**src/rtl/period_meter_pkg.sv**
```systemverilog
// Shared types and default constants for the period meter and its edge synchronizer.
package period_meter_pkg;

    typedef enum logic {
        IDLE    = 1'b0,
        MEASURE = 1'b1
    } state_t;

    localparam int CLK_HZ      = 50000000;
    localparam int DEF_WIDTH   = 20;
    localparam int DEF_TIMEOUT = 1000000;

endpackage

```
**src/rtl/period_meter_if.sv**
```systemverilog
// Pin-side and readout-side signals of the period meter, grouped for hookup.
interface period_meter_if
    import period_meter_pkg::*;
#(
    parameter int WIDTH = DEF_WIDTH
);
    logic             sig_in;
    logic [WIDTH-1:0] period;
    logic [WIDTH-1:0] high_time;
    logic             valid;
    logic             timeout;

    modport master (
        output sig_in,
        input  period,
        input  high_time,
        input  valid,
        input  timeout
    );

    modport slave (
        input  sig_in,
        output period,
        output high_time,
        output valid,
        output timeout
    );
endinterface

```
**src/rtl/period_meter_edge_sync.sv**
```systemverilog
// Two-flop synchronizer plus a previous-value flop; reusable for any slow pin input.
module edge_sync (
    input  logic clock,
    input  logic reset,
    input  logic sig_i,
    output logic rise_o,
    output logic fall_o
);
    logic s1_q;
    logic s2_q;
    logic s3_q;

    always_ff @(posedge clock or negedge reset) begin
        if (!reset) begin
            s1_q <= 1'b0;
            s2_q <= 1'b0;
            s3_q <= 1'b0;
        end else begin
            s1_q <= sig_i;
            s2_q <= s1_q;
            s3_q <= s2_q;
        end
    end

    assign rise_o = s2_q & ~s3_q;
    assign fall_o = ~s2_q & s3_q;

endmodule

```
**src/rtl/period_meter.sv**
```systemverilog
// Measures the period (and high time when PERIOD_METER_DUTY_EN is defined) of a slow
// asynchronous square wave in clock cycles, with a sticky no-edge timeout flag.
//
//   state   | meaning
//   IDLE    | counter parked at 0, waiting for a rise to arm
//   MEASURE | counting cycles since the last detected rise
module period_meter
    import period_meter_pkg::*;
#(
    parameter int WIDTH   = DEF_WIDTH,
    parameter int TIMEOUT = DEF_TIMEOUT
) (
    input  logic         clock,
    input  logic         reset,
    period_meter_if.slave pm
);
    localparam logic [WIDTH-1:0] CNT_LAST = WIDTH'(TIMEOUT - 1);

    state_t           state_q;
    logic [WIDTH-1:0] cnt_q;
    logic [WIDTH-1:0] period_q;
    logic             valid_q;
    logic             timeout_q;
    logic [WIDTH-1:0] cnt_plus1;
    logic             rise;

`ifdef PERIOD_METER_DUTY_EN
    logic             fall;
    logic [WIDTH-1:0] hold_high_q;
    logic [WIDTH-1:0] high_time_q;
`else
    logic             fall_unused;
`endif

    edge_sync u_sync (
        .clock  (clock),
        .reset  (reset),
        .sig_i  (pm.sig_in),
        .rise_o (rise),
`ifdef PERIOD_METER_DUTY_EN
        .fall_o (fall)
`else
        .fall_o (fall_unused)
`endif
    );

    // Cannot wrap: TIMEOUT never exceeds the counter's full scale.
    assign cnt_plus1 = cnt_q + 1'b1;

    always_ff @(posedge clock or negedge reset) begin
        if (!reset) begin
            state_q     <= IDLE;
            cnt_q       <= '0;
            period_q    <= '0;
            valid_q     <= 1'b0;
            timeout_q   <= 1'b0;
`ifdef PERIOD_METER_DUTY_EN
            hold_high_q <= '0;
            high_time_q <= '0;
`endif
        end else begin
            valid_q <= 1'b0;
            unique case (state_q)
                IDLE: begin
                    cnt_q <= '0;
                    if (rise) begin
                        state_q <= MEASURE;
                    end
                end
                MEASURE: begin
                    // A rise on the last counted cycle wins over the timeout.
                    if (rise) begin
                        period_q  <= cnt_plus1;
                        valid_q   <= 1'b1;
                        timeout_q <= 1'b0;
                        cnt_q     <= '0;
`ifdef PERIOD_METER_DUTY_EN
                        high_time_q <= hold_high_q;
`endif
                    end else if (cnt_q == CNT_LAST) begin
                        state_q   <= IDLE;
                        timeout_q <= 1'b1;
                        period_q  <= '0;
                        cnt_q     <= '0;
                    end else begin
                        cnt_q <= cnt_plus1;
                    end
`ifdef PERIOD_METER_DUTY_EN
                    if (fall) begin
                        hold_high_q <= cnt_plus1;
                    end
`endif
                end
                default: begin
                    state_q <= IDLE;
                    cnt_q   <= '0;
                end
            endcase
        end
    end

    assign pm.period  = period_q;
    assign pm.valid   = valid_q;
    assign pm.timeout = timeout_q;
`ifdef PERIOD_METER_DUTY_EN
    assign pm.high_time = high_time_q;
`else
    assign pm.high_time = '0;
`endif

endmodule

```
**src/flat_wrapper.sv**
```systemverilog
// flat-port wrapper written by rule: the top's interface ports become plain ports
module period_meter_flat import period_meter_pkg::*;
#(
    parameter int WIDTH   = DEF_WIDTH,
    parameter int TIMEOUT = DEF_TIMEOUT
)
  (clock, reset, pm_sig_in, pm_period, pm_high_time, pm_valid, pm_timeout);
  period_meter_if #(.WIDTH(WIDTH)) pm_i ();
  input  logic clock;
  input  logic reset;
  input wire logic [$bits(pm_i.sig_in)-1:0] pm_sig_in;
  output wire logic [$bits(pm_i.period)-1:0] pm_period;
  output wire logic [$bits(pm_i.high_time)-1:0] pm_high_time;
  output wire logic [$bits(pm_i.valid)-1:0] pm_valid;
  output wire logic [$bits(pm_i.timeout)-1:0] pm_timeout;
  assign pm_i.sig_in = pm_sig_in;
  assign pm_period = pm_i.period;
  assign pm_high_time = pm_i.high_time;
  assign pm_valid = pm_i.valid;
  assign pm_timeout = pm_i.timeout;
  period_meter #(.WIDTH(WIDTH), .TIMEOUT(TIMEOUT)) u_core (.clock(clock), .reset(reset), .pm(pm_i));
endmodule
```
**config.mk**
```make
export PLATFORM = sky130hd
export DESIGN_NAME = period_meter_flat
export DESIGN_NICKNAME = d
export VERILOG_FILES = /design/src/rtl/period_meter_pkg.sv /design/src/rtl/period_meter_if.sv /design/src/rtl/period_meter_edge_sync.sv /design/src/rtl/period_meter.sv /design/src/flat_wrapper.sv
export SDC_FILE = /design/constraint.sdc
export NUM_CORES = 1
export LEC_CHECK = 0
export BUFFER_PORTS_ARGS = -buffer_cell sky130_fd_sc_hd__buf_2
export CAP_MARGIN = 20
export CORE_MARGIN = 3
export CORE_UTILIZATION = 35
export CTS_CLUSTER_SIZE = 12
export DETAILED_ROUTE_END_ITERATION = 8
export PLACE_DENSITY_LB_ADDON = 0.12
export RECOVER_POWER = 100
export SYNTH_ARGS = -nofsm -noshare
export SYNTH_HDL_FRONTEND = slang
export SYNTH_SLANG_ARGS = --single-unit
```
**constraint.sdc**
```tcl
create_clock -name clock -period 2.25 [get_ports clock]
set_clock_uncertainty 0.2 [all_clocks]
set_input_delay 0.3375 -clock clock [delete_from_list [all_inputs] [get_ports clock]]
set_output_delay 0.3375 -clock clock [all_outputs]
set_load 0.02 [all_outputs]
```
* Word-level counts from Yosys, hierarchy flattened
Cells that the tools add are included.
** Storage, ports and cells
- Output and inout port bits :: 42
- Register bits after elaboration :: 46
- Word-level logic and storage cells :: 27
** Operators by class
- Add/sub/neg operators :: 1
- Mux-type cells :: 12
- Bitwise logic cells :: 3
- Reductions and logical operators :: 2
- Equality and inequality tests :: 1
** Operators with widths (number)
- 20-bit 2-to-1 mux :: 4
- 20-bit case mux with 2 select lines :: 1
- 20-bit by 1-bit adder with 20-bit output (second input constant) :: 1
- 20-bit == test (second input constant) :: 1
- 1-bit 2-to-1 mux :: 6
- 1-bit inverter :: 2
- 1-bit case mux with 2 select lines :: 1
- 2-bit AND reduction :: 1
- 2-bit nonzero test :: 1
- 1-bit AND :: 1

* Longest topological paths before layout
- Depth in word-level cells :: 4
- Gate-level depth with buffers :: 7
- Mapped depth without buffers :: 5

* Hierarchy
A second synthesis with hierarchy kept.
** Second synthesis, totals
- Cell total of the unflattened synthesis :: 198
- Area total of the unflattened synthesis :: 2204.6 um2
** Modules (own cells, without submodules)
- period_meter :: seq. area each 1076.0 um2, instances 1, cells each 193, area an instance 2114.5 um2
- edge_sync :: seq. area each 75.1 um2, instances 1, cells each 5, area an instance 90.1 um2

* Worst setup path before layout
No wires, ideal clock.
- Path type :: register to register
- Start point :: register u_core.cnt_q[0]
- End point :: register u_core.period_q[10] (netlist: u_core.pm.period[10])
- Data required time :: 1917 ps
- Library setup time :: 133 ps
- Buffers on the path :: 2
- Data arrival time :: 1568 ps
- Path slack :: 350 ps
- Stages on the path, launching flop included :: 8
- Cells stage by stage :: dfrtp_1 > ha_1 > and4_1 > buf_2 > nand3_1 > nor2_4 > buf_4 > o22ai_1
** On the way
- Cells in the longest elaborated chain, start to end :: 3
** Ends and longest elaborated chain
- from (decl) :: RTL line period_meter.sv:20 : logic [WIDTH-1:0] cnt_q;
- from (signal assigned) :: RTL line period_meter.sv:86 : cnt_q <= cnt_plus1;
- branches (longest 3 deep; another with 20-bit by 1-bit adder with 20-bit output)
- to (signal assigned) :: RTL line period_meter.sv:73 : period_q <= cnt_plus1;
- to (decl) :: RTL line period_meter.sv:21 : logic [WIDTH-1:0] period_q;
Several ways; the timed one is not identified.
A chain may end at the register's enable or synchronous reset.

* Worst setup path in the final report
- Start point :: register u_core.cnt_q[0]
- End point :: register u_core.period_q[16] (netlist: u_core.pm.period[16])
The elaborated chain is that of the path after synthesis.

==> results.py <==
metrics = {
    "outcome": {
        "status": "completed",
    },
    "clock_tree": {
        "cts.repair_timing.setup_buffer_count": 0,
        "clk_pin_slew_ns": 0.08,
        "cts_tree": "yes",
        "numClockSinks": 46,
        "cts_made_buffers": 5,
        "clockRootBuffer": "clkbuf_8",
        "cts_buffer_depth": 2,
        "cts_max_level": 2,
        "clk_latency_ns": 0.29,
    },
    "die": {
        "rows": 28,
        "io_pins": 45,
        "die_area_sq_mm": 0.00755,
        "die_w_um": 86.9,
        "start_util": 0.373,
        "core-area_sq_mm": 0.00613,
        "chipHeight_um": 86.9,
    },
    "worst_setup_path": {
        "crit_type": "reg2reg",
        "crit_chain": "ha_1 -> and4_1 -> nand3_1 -> or4_1 -> nand3_1",
        "worstPathArrival_ns": 2.05,
        "crit_buf_inv": 0,
        "crit_family": "simple AND/OR/NAND/NOR gates",
        "worstPathRequired_ns": 2.28,
        "max_stage_delay_ns": 0.48,
        "crit_path_start": "u_core.cnt_q[0]",
        "crit_slowest_cell": "or4_1",
        "critPathCaptureType": "register",
        "cpMostUsedCell": "nand3_1",
        "path_max_fanout": 7,
        "reg2reg_from": "u_core.cnt_q[0]",
        "start_kind": "register",
    },
    "global_route": {
        "grt_usage": 0.137,
        "grt_antenna_before_repair": 0,
        "grt_max_degree": 30,
        "grt_pass1_vias": 1636,
        "grt_pass1_wl_mm": 8.15,
        "gr-total-overflow": 0,
    },
    "min_path": {
        "min_path_type": "reg2reg",
        "hp-start": "u_core.u_sync.s1_q",
    },
    "layout": {
        "layout-drive-gt1-share": 0.0941,
        "num_antenna_cells": 0,
        "final-seq-area_sq_mm": 0.00115,
        "nNetsFinal": 259,
        "multi_input_area_sq_um": 963,
        "fill_cells": 648,
        "area_growth_syn_to_layout_pct": 8.14,
    },
    "power": {
        "p_clk_frac": 0.289,
        "p_int_mw": 1.16,
        "ir_worst_vdd_v": 0.000435,
        "seqPwrFrac": 0.568,
        "power_leakage_nw": 1.07,
        "p_comb_frac": 0.143,
        "swShare": 0.303,
        "power.switching_uw": 506,
        "power_density_mw_per_mm2": 674,
    },
    "sta": {
        "drv_slew": 0,
        "relSlewSlack": 0.494,
        "max_freq_mhz": 496,
        "grt_setup_unrepaired": "false",
        "period_minus_slack_ns": 2.02,
        "finalWorstSetupSlack_ns": 0.232,
        "setup_viol": 0,
        "setup_tns_ns": 0,
        "final.period_utilization": 0.897,
        "tightestPinTransition_ns": 0.759,
        "final_hold_viol_count": 0,
    },
    "placement": {
        "io_buffers": 24,
        "dp_slack_ns": 0.244,
        "place.gp.congestion": 0.810,
        "dpl.hpwl_mm": 3.41,
    },
    "yosys": {
        "synth_ff_type": "dfrtp_1",
        "synthCells": 226,
        "synthesis.area_sq_mm": 0.00229,
        "synth_seq_cells": 46,
        "synth.distinct_cells": 40,
        "seq_area_frac_synth": 0.503,
        "yosys_warnings": 0,
        "synth.avg_cell_area_sq_um": 10.1,
        "async_flop_share": 1.00,
        "synth_edf_count": 0,
    },
    "drt": {
        "route.detailed.wl_per_inst_um": 14.7,
        "drc": 0,
        "vias": 1664,
        "vias_per_cell": 5.04,
        "final_antenna_net_count": 0,
        "first_pass_iters": 4,
        "routed_wl_mm": 4.85,
        "drtIter0Drc": 41,
    },
    "job": {
        "cap_violations": 0,
    },
}
[layout make-up]
| cell class | instances | area share |
|---|---|---|
| sequential | 46 | 0.465 |
| inverter | 2 | 0.00303 |
| multi-input combinational | 165 | 0.389 |
| clock buffer | 5 | 0.0278 |
| clock inverter | 2 | 0.00404 |
| tap | 75 | 0.0379 |
| timing repair buffer | 35 | 0.0733 |
[flip-flops by register name, indices dropped and copies added, names as in the netlist]
register            cells
u_core.pm.timeout       1
u_core.u_sync.s3_q      1
u_core.pm.valid         1
u_core.u_sync.s2_q      1
u_core.cnt_q           20
u_core.pm.period       20
u_core.u_sync.s1_q      1
u_core.state_q          1
[power groups by stage]
| stage | sequential [mW] | clock [mW] | combinational (mW) |
|---|---|---|---|
| finish | 0.948 | 0.483 | 0.238 |
| floorplan | 0.991 | 0 | 0.156 |
| detailed placement | 0.964 | 0 | 0.249 |
| CTS | 0.947 | 0.504 | 0.254 |
| global route | 0.964 | 0.535 | 0.268 |
| global placement | 0.962 | 0 | 0.250 |
[worst reg2reg max path, stage by stage (launching register included)]
cell and delay (ns):
dfrtp_1 0.45, ha_1 0.26, and4_1 0.33, nand3_1 0.15, or4_1 0.48, nand3_1 0.09
[final timing paths]
kind                                   endpoint  slack [ns]  depth (start not counted)
min reg2reg                  u_core.u_sync.s2_q        0.15                          0
max reg2reg                u_core.pm.period[16]        0.23                          5
max in group asynchronous       u_core.cnt_q[6]        0.43                          3
min in group asynchronous       u_core.pm.valid        0.45                          2
min                          u_core.u_sync.s2_q        0.15                          0
max                        u_core.pm.period[16]        0.23                          5
[kinds of logic after synthesis]
logic type / after synthesis / synth area share
XOR/XNOR: 13 / 0.0497
AO/OA/AOI/OAI: 38 / 0.112
flip-flops: 46 / 0.503
AND/OR/NAND/NOR: 93 / 0.228
buffers and inverters: 34 / 0.101
adder cells (fa/ha/maj): 1 / 0.00546
other: 1 / 0.00164
[cells in the mapped netlist, drive strengths merged, types with 5 or more instances]
cell    number  area (sq um)
a21oi        5          32.5
buf         28           208
dfrtp       46          1150
nand2       23          86.3
nand3       17          90.1
nand4        6          52.6
nor2        19          78.8
o211ai      10          80.1
o21ai        5          25.0
o22ai       15          93.8
xnor2        8          70.1
xor2         5          43.8
[placed cells by master (no fill, tap or decap), types with 3 or more instances in the layout]
cell type / n
dfrtp_1: 46
clkbuf_1: 25
nand2_1: 23
conb_1: 20
nor2_1: 19
nand3_1: 16
o22ai_1: 15
o211ai_1: 10
xnor2_1: 8
o21ai_0: 5
nand4_1: 5
xor2_1: 5
clkbuf_8: 5
buf_4: 5
a21oi_1: 4
nor4_1: 4
or4_1: 4
and3_1: 3
or3_1: 3
[what timing repair did]
item                                    4_1_cts  5_1_grt
endpoints found under the hold margin        28        0
hold buffers                                  2        0
endpoints found under the setup margin        0        0
resized for setup                             0        0
[routing by layer]
metal	vias to the layer above	track usage	wire length, um
met2	24	0.226	2340
met1	811	0.185	2330
li1	827	-	-
met3	2	0.0255	164
met5	-	0	0
met4	0	0.0382	21
[metrics by stage]
step           instances  utilization  instance area (sq um)  total power, mW  hold WS, ns
2_1_floorplan        245            -                   2360             1.15       -0.158
3_3_place_gp         321        0.397                   2430             1.21        0.135
3_5_place_dp         321        0.397                   2430             1.21        0.136
4_1_cts              330        0.413                   2530             1.71        0.155
5_1_grt              330        0.404                   2480             1.77        0.173
6_report             330        0.404                   2480             1.67        0.154
Power figures use the tool's default switching activity.
